$ cat src/rtl/dct4_fwd_serial.sv
// Forward 4-point integer DCT (coefficients 64/83/36), serial valid/ready in and out.
// Optional macro DCT4_SHIFT_EN: round-half-up arithmetic right shift by SHIFT on each coefficient.
module dct4_fwd_serial #(
  parameter int SHIFT = 1
) (
  input  logic               clk,
  input  logic               reset,
  input  logic signed [15:0] d_in,
  input  logic               d_in_valid,
  output logic               d_in_ready,
  output logic signed [23:0] d_out,
  output logic [1:0]         d_out_idx,
  output logic               d_out_valid,
  input  logic               d_out_ready
);

  typedef enum logic [1:0] {
    LOAD = 2'd0,
    CALC = 2'd1,
    SEND = 2'd2
  } state_t;

`ifdef DCT4_SHIFT_EN
  localparam int ACC_W = 25;
`else
  localparam int ACC_W = 24;
`endif

  if (SHIFT < 1 || SHIFT > 8) begin : g_bad_shift
    $error("dct4_fwd_serial: SHIFT must be in 1..8");
  end

  state_t state, state_nxt;

  logic [1:0]         in_cnt;
  logic [1:0]         out_cnt;
  logic signed [15:0] x_q [4];
  logic signed [23:0] y_q [4];

  logic in_fire;
  logic out_fire;

  assign in_fire  = (state == LOAD) && d_in_valid;
  assign out_fire = (state == SEND) && d_out_ready;

  // ---------------------------------------------------------------------------
  // Butterfly datapath, evaluated continuously from the sample bank and
  // captured into the result bank only during CALC.
  // ---------------------------------------------------------------------------
  logic signed [16:0]      e0, e1, o0, o1;
  logic signed [ACC_W-1:0] e0_w, e1_w, o0_w, o1_w;
  logic signed [ACC_W-1:0] y_full [4];

  always_comb begin
    e0 = 17'(x_q[0]) + 17'(x_q[3]);
    e1 = 17'(x_q[1]) + 17'(x_q[2]);
    o0 = 17'(x_q[0]) - 17'(x_q[3]);
    o1 = 17'(x_q[1]) - 17'(x_q[2]);

    e0_w = ACC_W'(e0);
    e1_w = ACC_W'(e1);
    o0_w = ACC_W'(o0);
    o1_w = ACC_W'(o1);

    y_full[0] = (e0_w + e1_w) <<< 6;
    y_full[2] = (e0_w - e1_w) <<< 6;
    y_full[1] = o0_w * ACC_W'(83) + o1_w * ACC_W'(36);
    y_full[3] = o0_w * ACC_W'(36) - o1_w * ACC_W'(83);
  end

`ifdef DCT4_SHIFT_EN
  function automatic logic signed [23:0] scale(input logic signed [ACC_W-1:0] v);
    return 24'((v + (ACC_W'(1) <<< (SHIFT - 1))) >>> SHIFT);
  endfunction
`else
  function automatic logic signed [23:0] scale(input logic signed [ACC_W-1:0] v);
    return v;
  endfunction
`endif

  // ---------------------------------------------------------------------------
  // FSM: state register
  // ---------------------------------------------------------------------------
  // NOTE: sequential state uses non-blocking assignments so every register
  // samples pre-edge values regardless of process ordering.
  always_ff @(posedge clk) begin
    if (reset) state <= LOAD;
    else       state <= state_nxt;
  end

  // FSM: next-state logic
  // NOTE: the default assignment up front keeps every path assigned, so no latch.
  always_comb begin
    state_nxt = state;
    unique case (state)
      LOAD:    if (in_fire && in_cnt == 2'd3)   state_nxt = CALC;
      CALC:                                     state_nxt = SEND;
      SEND:    if (out_fire && out_cnt == 2'd3) state_nxt = LOAD;
      default:                                  state_nxt = LOAD;
    endcase
  end

  // FSM: outputs; data and index are forced to zero outside SEND
  always_comb begin
    d_in_ready  = 1'b0;
    d_out_valid = 1'b0;
    d_out       = '0;
    d_out_idx   = '0;
    unique case (state)
      LOAD: d_in_ready = 1'b1;
      SEND: begin
        d_out_valid = 1'b1;
        d_out       = y_q[out_cnt];
        d_out_idx   = out_cnt;
      end
      default: ;
    endcase
  end

  // ---------------------------------------------------------------------------
  // Counters, sample bank and result bank
  // ---------------------------------------------------------------------------
  // NOTE: the small sample/result banks are reset explicitly so a partial
  // block can never leak into a later result after a mid-block reset.
  always_ff @(posedge clk) begin
    if (reset) begin
      in_cnt  <= '0;
      out_cnt <= '0;
      for (int i = 0; i < 4; i++) begin
        x_q[i] <= '0;
        y_q[i] <= '0;
      end
    end else begin
      if (in_fire) begin
        x_q[in_cnt] <= d_in;
        in_cnt      <= in_cnt + 2'd1;
      end
      if (state == CALC) begin
        for (int i = 0; i < 4; i++) y_q[i] <= scale(y_full[i]);
        out_cnt <= '0;
      end
      if (out_fire) out_cnt <= out_cnt + 2'd1;
    end
  end

endmodule

$ cat config.mk
export PLATFORM = sky130hd
export DESIGN_NAME = dct4_fwd_serial
export DESIGN_NICKNAME = d
export VERILOG_FILES = /design/src/rtl/dct4_fwd_serial.sv
export SDC_FILE = /design/constraint.sdc
export NUM_CORES = 1
export LEC_CHECK = 0
export ABC_CLOCK_PERIOD_IN_PS = 8800
export CAP_MARGIN = 10
export CORE_MARGIN = 2
export CORE_UTILIZATION = 58
export CTS_CLUSTER_SIZE = 40
export DETAILED_ROUTE_END_ITERATION = 8
export PLACE_DENSITY_LB_ADDON = 0.25
export RECOVER_POWER = 50
export SYNTH_ARGS = -nofsm -noshare
export SYNTH_HDL_FRONTEND = slang
export SYNTH_SLANG_ARGS = --single-unit
$ cat constraint.sdc
create_clock -name clk -period 8.8 [get_ports clk]
set_clock_uncertainty 0.1 [all_clocks]
set_input_delay 1.32 -clock clk [delete_from_list [all_inputs] [get_ports clk]]
set_output_delay 1.32 -clock clk [all_outputs]
set_load 0.01 [all_outputs]
## Yosys cells after proc, flatten, opt, wreduce, memory -nomap -nowiden

Memory sizes are Yosys's and may differ from the RTL's. A register that Yosys moved wholly into a read port is not among the register bits.
Cells that the tools add are included.

- Bits in registers: 6
- Memory bits (writable): 160
- Output and inout bits: 28
- Memories kept: 2

Memory list:

| memory | words | bits a word | rd ports | clocked after Yosys merged registers in | wr ports | RTL line | source |
|---|---|---|---|---|---|---|---|
| y_q | 4 | 24 | 1 | 1 | 4 | 38 | `logic signed [23:0] y_q [4];` |
| x_q | 4 | 16 | 4 | 0 | 4 | 37 | `logic signed [15:0] x_q [4];` |

- Add/subtract/negate cells: 10
- Multiply operators: 4
- Equality and inequality tests: 6
- Mux-type cells: 26
- Bitwise logic cells: 4
- Reductions and logical operators: 8

Operators with widths:

| operator | count |
|---|---|
| $mux 24 | 5 |
| $mul 17x8->24 const B | 2 |
| $mul 17x5->22 const B | 2 |
| $add 16x16->17 | 2 |
| $sub 16x16->17 | 2 |
| $add 24x24->24 | 1 |
| $sub 24x24->24 | 1 |
| $add 17x17->18 | 1 |
| $sub 17x17->18 | 1 |
| $mux 16 | 1 |
| $mux 2 | 8 |
| $reduce_or 16->1 | 1 |
| $mux 1 | 11 |
| $eq 2x2->1 const B | 3 |
| $pmux 2 s3 | 1 |
| $add 2x1->2 const B | 2 |
| $logic_and 1x1->1 | 4 |
| $ne 2x1->1 const B | 2 |
| $or 1x1->1 | 4 |
| $eq 2x1->1 const B | 1 |
| $logic_not 2->1 | 1 |
| $reduce_and 2->1 | 1 |
| $reduce_bool 2->1 | 1 |

## Logic depth before layout (Yosys ltp)

Gate-level depths: netlist of run 1.

- Word-level depth: 7
- Mapped depth: 35
- Gate-level depth less buffers: 35

## Worst setup path after synthesis of run 1

No wires, ideal clock.

- Path kind: register to register
- Start point: memory x_q[1][0]
- End point: memory y_q[1][23] (data pin)
- Setup time: 260 ps
- Arrival time: 7674 ps
- Required time: 8440 ps
- Setup slack: 766 ps
- Stages on the path, launching flop included: 36
- Period minus slack after synthesis: 8034 ps
- Path through: edfxtp_1 inv_1 ha_1 inv_1 fa_1 a21oi_1 nor2b_1 nor2_1 xnor2_1 ha_1 ha_1 fa_1 a21o_1 a21oi_1 nor2b_1 o21a_1 o41ai_2 o21bai_1 a21oi_1 xor2_1 fa_1 inv_1 ha_1 fa_1 inv_1 fa_1 inv_1 ha_1 a21o_1 a21oi_1 a21boi_0 a21oi_1 a41o_1 o41ai_2 xnor2_1 mux2_2

RTL lines:

| what | RTL line |
|---|---|
| start: declaration | 37 |
| end: declaration | 38 |

==> impl_metrics.xml, run 1 <==
<?xml version="1.0" encoding="UTF-8"?>
<metrics>
  <group name="global_routing">
    <metric name="wire_length_of_the_first_global_routing_pass" unit="um">68900</metric>
    <metric name="grt_max_degree" unit="">48</metric>
    <metric name="grt_antenna_before_repair" unit="">1</metric>
    <metric name="gr-usage-all-layers" unit="%">26.6</metric>
    <metric name="gr-total-overflow" unit="">0</metric>
    <metric name="grt_pass1_vias" unit="">13500</metric>
  </group>
  <group name="die">
    <metric name="number_of_cell_rows" unit="">65</metric>
    <metric name="top_level_ports" unit="">48</metric>
    <metric name="die-height" unit="um">182</metric>
    <metric name="x_dimension_of_the_die" unit="um">182</metric>
    <metric name="floorplan.core_area" unit="um2">31400</metric>
    <metric name="fp.dieArea" unit="um2">33200</metric>
    <metric name="start_util" unit="%">58.6</metric>
  </group>
  <group name="placed_design">
    <metric name="placement.io_buffers" unit="">47</metric>
    <metric name="dp_hpwl" unit="um">34800</metric>
    <metric name="gp_congestion" unit="">0.925</metric>
    <metric name="place.detailed.instances" unit="">2357</metric>
    <metric name="dpl_worst_slack" unit="ps">88.6</metric>
  </group>
  <group name="clocking">
    <metric name="cts_root_buf" unit="">sky130_fd_sc_hd__clkbuf_16</metric>
    <metric name="insertion_delay" unit="ps">440</metric>
    <metric name="post_cts_hold_buffer_count" unit="">0</metric>
    <metric name="cts-htree-levels" unit="">4</metric>
    <metric name="tritoncts" unit="">built</metric>
    <metric name="cts-buffers-inserted" unit="">17</metric>
    <metric name="ctsLongestPathBuffers" unit="">2</metric>
    <metric name="clkTransAtPathRegs" unit="ps">70</metric>
    <metric name="tritoncts_num_sinks" unit="">155</metric>
  </group>
  <group name="sta">
    <metric name="share_of_the_clock_period_used_by_the_worst_path" unit="%">95.6</metric>
    <metric name="max_freq" unit="GHz">0.119</metric>
    <metric name="setup_viol_count_final" unit="">0</metric>
    <metric name="final-max-slew-violation-count" unit="">91</metric>
    <metric name="worst-slew-pin-transition" unit="ps">2210</metric>
    <metric name="maxSlewHeadroom" unit="%">-47.4</metric>
    <metric name="finalWorstSetupSlack" unit="ps">390</metric>
    <metric name="timing.final.crit_period" unit="ps">8410</metric>
    <metric name="finalHoldViolations" unit="">0</metric>
  </group>
  <group name="critical_path">
    <metric name="critical-path-max-stage-delay" unit="ps">540</metric>
    <metric name="cp_max_fo" unit="">5</metric>
    <metric name="path_class" unit="">reg -&gt; reg</metric>
    <metric name="cp_slowest_cell" unit="">sky130_fd_sc_hd__fa_1</metric>
    <metric name="critical_path.startpoint" unit="">x_q[1][0]$_SDFFCE_PN0P_</metric>
    <metric name="cp.arrival" unit="ps">8500</metric>
    <metric name="worstPathRequired" unit="ps">8890</metric>
    <metric name="worst_r2r_startpoint" unit="">x_q[1][0]$_SDFFCE_PN0P_</metric>
    <metric name="crit_path_end_kind" unit="">flop</metric>
    <metric name="crit_path_start_kind" unit="">flop</metric>
  </group>
  <group name="layout">
    <metric name="syn_to_final_growth" unit="%">8.96</metric>
    <metric name="drive_gt1_share" unit="%">5.88</metric>
    <metric name="num-fill-cells" unit="">2541</metric>
    <metric name="num_antenna_cells" unit="">0</metric>
    <metric name="layout.nets" unit="">2396</metric>
    <metric name="final-instance-count-excl-fill" unit="">2393</metric>
  </group>
  <group name="worst_hold_path">
    <metric name="hold_path_class" unit="">reg -&gt; reg</metric>
    <metric name="hold_start" unit="">out_cnt[1]$_SDFFE_PP0N_</metric>
  </group>
  <group name="drt">
    <metric name="antenna_left" unit="">0</metric>
    <metric name="average_vias_per_placed_instance" unit="">5.79</metric>
    <metric name="route.detailed.drc" unit="">0</metric>
    <metric name="vias" unit="">13900</metric>
    <metric name="detailedRoute.firstIterationViolations" unit="">896</metric>
    <metric name="routed_len_inst" unit="um">18.0</metric>
    <metric name="totalWireLength" unit="um">43200</metric>
    <metric name="dr.pass1.iters" unit="">5</metric>
  </group>
  <group name="flow_run">
    <metric name="maxCapViolations" unit="">3</metric>
  </group>
  <group name="yosys">
    <metric name="syn-num-nets" unit="">2349</metric>
    <metric name="syn-cell-area" unit="um2">18400</metric>
    <metric name="most_frequently_used_cell_type_in_the_post_synthesis_netlist" unit="">sky130_fd_sc_hd__ha_1</metric>
    <metric name="ys_seq_elements" unit="">155</metric>
    <metric name="syn-instance-count" unit="">1931</metric>
    <metric name="synthArstFlopShare" unit="%">0</metric>
    <metric name="synthDominantCellAreaShare" unit="%">24.0</metric>
    <metric name="synth_edf_count" unit="">147</metric>
    <metric name="synth_area_per_cell" unit="um2">9.53</metric>
    <metric name="postSynth.topFlopCell" unit="">sky130_fd_sc_hd__edfxtp_1</metric>
    <metric name="synth_commonest_cells" unit="">296 x sky130_fd_sc_hd__ha_1, 283 x sky130_fd_sc_hd__inv_1, 153 x sky130_fd_sc_hd__nor2_1, 147 x sky130_fd_sc_hd__edfxtp_1, 118 x sky130_fd_sc_hd__a21oi_1</metric>
    <metric name="synth-seq-area-share" unit="%">24.9</metric>
    <metric name="synth.largest_area_cell" unit="">sky130_fd_sc_hd__edfxtp_1</metric>
    <metric name="count_of_yosys_warnings_during_synthesis" unit="">0</metric>
    <metric name="netlist_top_cells_area" unit="">sky130_fd_sc_hd__edfxtp_1 24%, sky130_fd_sc_hd__ha_1 20%, sky130_fd_sc_hd__fa_1 11%</metric>
    <metric name="ys_types" unit="">77</metric>
  </group>
  <group name="outcome">
    <metric name="run_status" unit="">complete, but fails checks</metric>
    <metric name="failed_checks" unit="">max-capacitance violations, max-slew violations</metric>
  </group>
</metrics>
## final timing paths
check                              to  slack [ps]  depth (start not counted)
min reg2reg                      flop         470                          2
max          y_q[1][23]$_SDFFCE_PN0P_         390                         35
min                              flop         470                          2
max reg2reg  y_q[1][23]$_SDFFCE_PN0P_         390                         35
## worst max-delay path, delay by kind of cell (launching register included)
family,cells,cell delay (ps)
buffers and inverters,5,300
multiplexers,1,350
flip-flops,1,390
AND/OR/NAND/NOR,4,420
adder cells (fa/ha/maj),10,3640
AO/OA/AOI/OAI,12,2540
XOR/XNOR,3,420
## metal layers
layer | up-vias | share of wire (%) | GRT usage [%]
li1 | 6698 | - | -
met1 | 6718 | 43 | 34.1
met2 | 354 | 47 | 44.4
met4 | 0 | 5.1 | 13.0
met5 | - | 0 | 0
met3 | 82 | 4.7 | 3.83
## flip-flops by register name (all words and copies together), names as in the netlist, named ones only
name and count:
y_q 83, x_q 64, in_cnt 2, out_cnt 2, state 2
## timing repair
action	4_1_cts	5_1_grt
buffers inserted	0	4
setup endpoints to repair	0	2
gates resized for setup	0	16
## cell families after synthesis
logic type | share of synthesized area (%)
buffers and inverters | 6.93
adders and majority gates | 31.2
muxes | 3.02
DFF | 24.9
xor gates and xnor gates | 7.12
AOI/OAI and AO/OA | 12.4
and+or+nand+nor | 14.4
## cell usage in the layout (no fill, tap or decap), types with 50 or more instances in the layout
cell,netlist,layout
sky130_fd_sc_hd__xnor2_1,95,94
sky130_fd_sc_hd__xor2_1,51,50
sky130_fd_sc_hd__edfxtp_1,147,147
sky130_fd_sc_hd__and2_1,105,68
sky130_fd_sc_hd__ha_1,296,295
sky130_fd_sc_hd__inv_1,283,281
sky130_fd_sc_hd__nor2_1,153,150
sky130_fd_sc_hd__nand2_1,71,71
sky130_fd_sc_hd__a21oi_1,118,115
sky130_fd_sc_hd__fa_1,102,102
## cell type report
class	instances	area, um2	area share, %
clock inverters	8	56.3	0.281
well taps	402	503	2.51
inverters	284	1070	5.32
flip-flops and latches	155	4570	22.8
multi-input cells	1438	12600	62.9
repair buffers	82	718	3.58
clock buffers	24	515	2.57
## per-stage QoR
step	hold slack (ps)	instance area [um2]	TNS, ps	utilization [%]
after global placement	459	19400	0	61.8
after CTS	469	20000	0	63.7
after global routing	551	20100	-20.8	63.9
after floorplan	422	18400	0	-
final	470	20100	0	63.9
after detailed placement	457	19400	0	61.8
Power of run 1 is not shown: default switching activity piles up to over one toggle a cycle in this logic, so the estimate is an artifact.
==> run 2: changes to the inputs <==
PLACE_DENSITY = 0.75   (was not set)
PLACE_DENSITY_LB_ADDON = not set   (was 0.25)
==> run 2 against run 1 <==
Against the previous run:
- the run still ends with max-capacitance violations, max-slew violations left
- worst hold slack gained 2.0 ps
- global-route usage down 0.082 points
- die area unchanged
- worst setup slack worse by 75 ps
- first-iteration DRC count is 4.2% lower
- sequential share of layout area grew 0.053 points
- critical path depth is 1 lower
- cell area fell by 0.23%
- register-to-register slack got worse by 70 ps
- fmax down 0.88%
==> impl_metrics.xml, run 2 (synthesized netlist as in run 1, its figures left out) <==
<?xml version="1.0" encoding="UTF-8"?>
<metrics>
  <group name="layout">
    <metric name="most-common-layout-cells" unit="">296 x sky130_fd_sc_hd__ha_1, 282 x sky130_fd_sc_hd__inv_1, 150 x sky130_fd_sc_hd__nor2_1</metric>
    <metric name="syn_to_final_growth" unit="%">8.71</metric>
    <metric name="top_regs" unit="">y_q (83), x_q (64)</metric>
    <metric name="max_flop_register" unit="">y_q</metric>
    <metric name="layout_commonest_cell" unit="">sky130_fd_sc_hd__ha_1</metric>
    <metric name="layout.nets" unit="">2393</metric>
    <metric name="fin_util" unit="%">63.7</metric>
    <metric name="drive_gt1_share" unit="%">5.63</metric>
    <metric name="largest_register_ff_count" unit="">83</metric>
    <metric name="num_antenna_cells" unit="">0</metric>
  </group>
  <group name="clocking">
    <metric name="post_cts_hold_buffer_count" unit="">0</metric>
    <metric name="cts-htree-levels" unit="">4</metric>
    <metric name="insertion_delay" unit="ps">450</metric>
    <metric name="clkTransAtPathRegs" unit="ps">70</metric>
    <metric name="cts-buffers-inserted" unit="">17</metric>
    <metric name="cts_root_buf" unit="">sky130_fd_sc_hd__clkbuf_16</metric>
    <metric name="ctsLongestPathBuffers" unit="">2</metric>
    <metric name="tritoncts" unit="">built</metric>
    <metric name="tritoncts_num_sinks" unit="">155</metric>
  </group>
  <group name="drt">
    <metric name="routed_len_inst" unit="um">18.0</metric>
    <metric name="antenna_left" unit="">0</metric>
    <metric name="average_vias_per_placed_instance" unit="">5.72</metric>
    <metric name="vias" unit="">13700</metric>
    <metric name="totalWireLength" unit="um">42900</metric>
    <metric name="dr.pass1.iters" unit="">7</metric>
    <metric name="route.detailed.drc" unit="">0</metric>
    <metric name="detailedRoute.firstIterationViolations" unit="">858</metric>
  </group>
  <group name="placed_design">
    <metric name="dpl_worst_slack" unit="ps">109</metric>
    <metric name="placement.io_buffers" unit="">47</metric>
    <metric name="dp_hpwl" unit="um">34600</metric>
    <metric name="gp_congestion" unit="">0.908</metric>
  </group>
  <group name="critical_path">
    <metric name="worstPathBufferInverterCount" unit="">5</metric>
    <metric name="regToRegSetupSlack" unit="ps">320</metric>
    <metric name="path_class" unit="">reg -&gt; reg</metric>
    <metric name="timing.critical_path.max_delay_family" unit="">adder cells</metric>
    <metric name="crit_path_end_kind" unit="">flop</metric>
    <metric name="critical_path.startpoint" unit="">x_q[2][1]$_SDFFCE_PN0P_</metric>
    <metric name="reg2regPathDepth" unit="">34</metric>
    <metric name="cp.arrival" unit="ps">8580</metric>
    <metric name="worst-path-stages" unit="">34</metric>
    <metric name="worstPathRequired" unit="ps">8900</metric>
    <metric name="worst_r2r_startpoint" unit="">x_q[2][1]$_SDFFCE_PN0P_</metric>
    <metric name="worst_r2r_endpoint" unit="">y_q[1][23]$_SDFFCE_PN0P_</metric>
    <metric name="cp_slowest_cell" unit="">sky130_fd_sc_hd__fa_1</metric>
    <metric name="critical-path-max-stage-delay" unit="ps">550</metric>
    <metric name="worstSetupEndpoint" unit="">y_q[1][23]$_SDFFCE_PN0P_</metric>
    <metric name="worst_path_most_repeated_cell" unit="">sky130_fd_sc_hd__ha_1</metric>
    <metric name="cp_max_fo" unit="">6</metric>
    <metric name="crit_path_start_kind" unit="">flop</metric>
  </group>
  <group name="sta">
    <metric name="final-max-slew-violation-count" unit="">116</metric>
    <metric name="share_of_the_clock_period_used_by_the_worst_path" unit="%">96.4</metric>
    <metric name="setup_total_negative_slack" unit="ps">0</metric>
    <metric name="worst-slew-pin-transition" unit="ps">3900</metric>
    <metric name="maxSlewHeadroom" unit="%">-160</metric>
    <metric name="max_freq" unit="GHz">0.118</metric>
    <metric name="hold_slack" unit="ps">472</metric>
    <metric name="finalWorstSetupSlack" unit="ps">316</metric>
    <metric name="timing.final.crit_period" unit="ps">8480</metric>
    <metric name="setup_viol_count_final" unit="">0</metric>
    <metric name="finalHoldViolations" unit="">0</metric>
  </group>
  <group name="outcome">
    <metric name="run_status" unit="">complete, but fails checks</metric>
    <metric name="failed_checks" unit="">max-capacitance violations, max-slew violations</metric>
  </group>
  <group name="global_routing">
    <metric name="gr-total-overflow" unit="">0</metric>
    <metric name="grt_pass1_vias" unit="">13400</metric>
    <metric name="grtUsageMet3" unit="%">3.15</metric>
    <metric name="grtUsageMet2" unit="%">45.3</metric>
    <metric name="global_routing_met1_resource_utilization" unit="%">34.3</metric>
    <metric name="grt_antenna_before_repair" unit="">1</metric>
    <metric name="grt-busiest-layer" unit="">met2</metric>
    <metric name="gr-usage-all-layers" unit="%">26.5</metric>
    <metric name="grt_max_degree" unit="">84</metric>
    <metric name="wire_length_of_the_first_global_routing_pass" unit="um">68900</metric>
  </group>
  <group name="flow_run">
    <metric name="maxCapViolations" unit="">2</metric>
  </group>
  <group name="die">
    <metric name="fp.dieArea" unit="um2">33200</metric>
    <metric name="die-height" unit="um">182</metric>
    <metric name="floorplan.core_area" unit="um2">31400</metric>
    <metric name="number_of_cell_rows" unit="">65</metric>
    <metric name="top_level_ports" unit="">48</metric>
    <metric name="x_dimension_of_the_die" unit="um">182</metric>
    <metric name="start_util" unit="%">58.6</metric>
  </group>
  <group name="worst_hold_path">
    <metric name="hold_path_class" unit="">reg -&gt; reg</metric>
  </group>
</metrics>
==> run 2: cell types whose count changed in the layout (fill, tap and decap cells not counted), moves of 2 or more <==
cell,delta
sky130_fd_sc_hd__buf_4,-4
sky130_fd_sc_hd__inv_6,+3
sky130_fd_sc_hd__clkbuf_16,-3
sky130_fd_sc_hd__and2_1,+3
sky130_fd_sc_hd__bufinv_16,+2
sky130_fd_sc_hd__and2_0,-3
==> run 2: metal layers <==
| layer | vias up | share of wire, % |
|---|---|---|
| li1 | 6692 | - |
| met1 | 6578 | 44 |
| met2 | 336 | 48 |
| met3 | 67 | 3.7 |
| met4 | 0 | 4.0 |
| met5 | - | 0 |
==> run 2: layout make-up <==
cell class | instances | area, um2
Inverter | 284 | 1070
Sequential cell | 155 | 4570
Clock buffer | 20 | 437
Clock inverter | 12 | 138
Tap cell | 402 | 503
Fill cell | 2605 | 11400
Timing Repair Buffer | 79 | 692
Multi-Input combinational cell | 1438 | 12600
==> run 2: what timing repair did <==
item                                    in CTS  in global routing
endpoints found under the setup margin       0                  1
setup buffers                                0                  1
resized for setup                            0                 11
==> run 2: worst min-delay path, stage by stage, from the launching register on <==
cell                      delay [ps]
sky130_fd_sc_hd__dfxtp_1         330
sky130_fd_sc_hd__a21oi_1         130
sky130_fd_sc_hd__nor2_1           60
==> run 2: how the worst min path moves through the flow <==
stage	start	to	cells past startpoint
2_1_floorplan	out_cnt[1]$_SDFFE_PP0N_	flop	2
3_3_place_gp	in_cnt[1]$_SDFFE_PP0P_	in_cnt[1]$_SDFFE_PP0P_	2
3_5_place_dp	out_cnt[1]$_SDFFE_PP0N_	out_cnt[1]$_SDFFE_PP0N_	2
4_1_cts	out_cnt[1]$_SDFFE_PP0N_	out_cnt[1]$_SDFFE_PP0N_	2
5_1_grt	out_cnt[1]$_SDFFE_PP0N_	out_cnt[1]$_SDFFE_PP0N_	2
6_report	out_cnt[1]$_SDFFE_PP0N_	out_cnt[1]$_SDFFE_PP0N_	2
==> run 2: through the flow <==
| stage | cells | instance area, um2 |
|---|---|---|
| 2_1_floorplan | 1931 | 18400 |
| 3_3_place_gp | 2357 | 19400 |
| 3_5_place_dp | 2357 | 19400 |
| 4_1_cts | 2389 | 20000 |
| 5_1_grt | 2390 | 20000 |
| 6_report | 2390 | 20000 |
Power of run 2 is left out for the same reason.
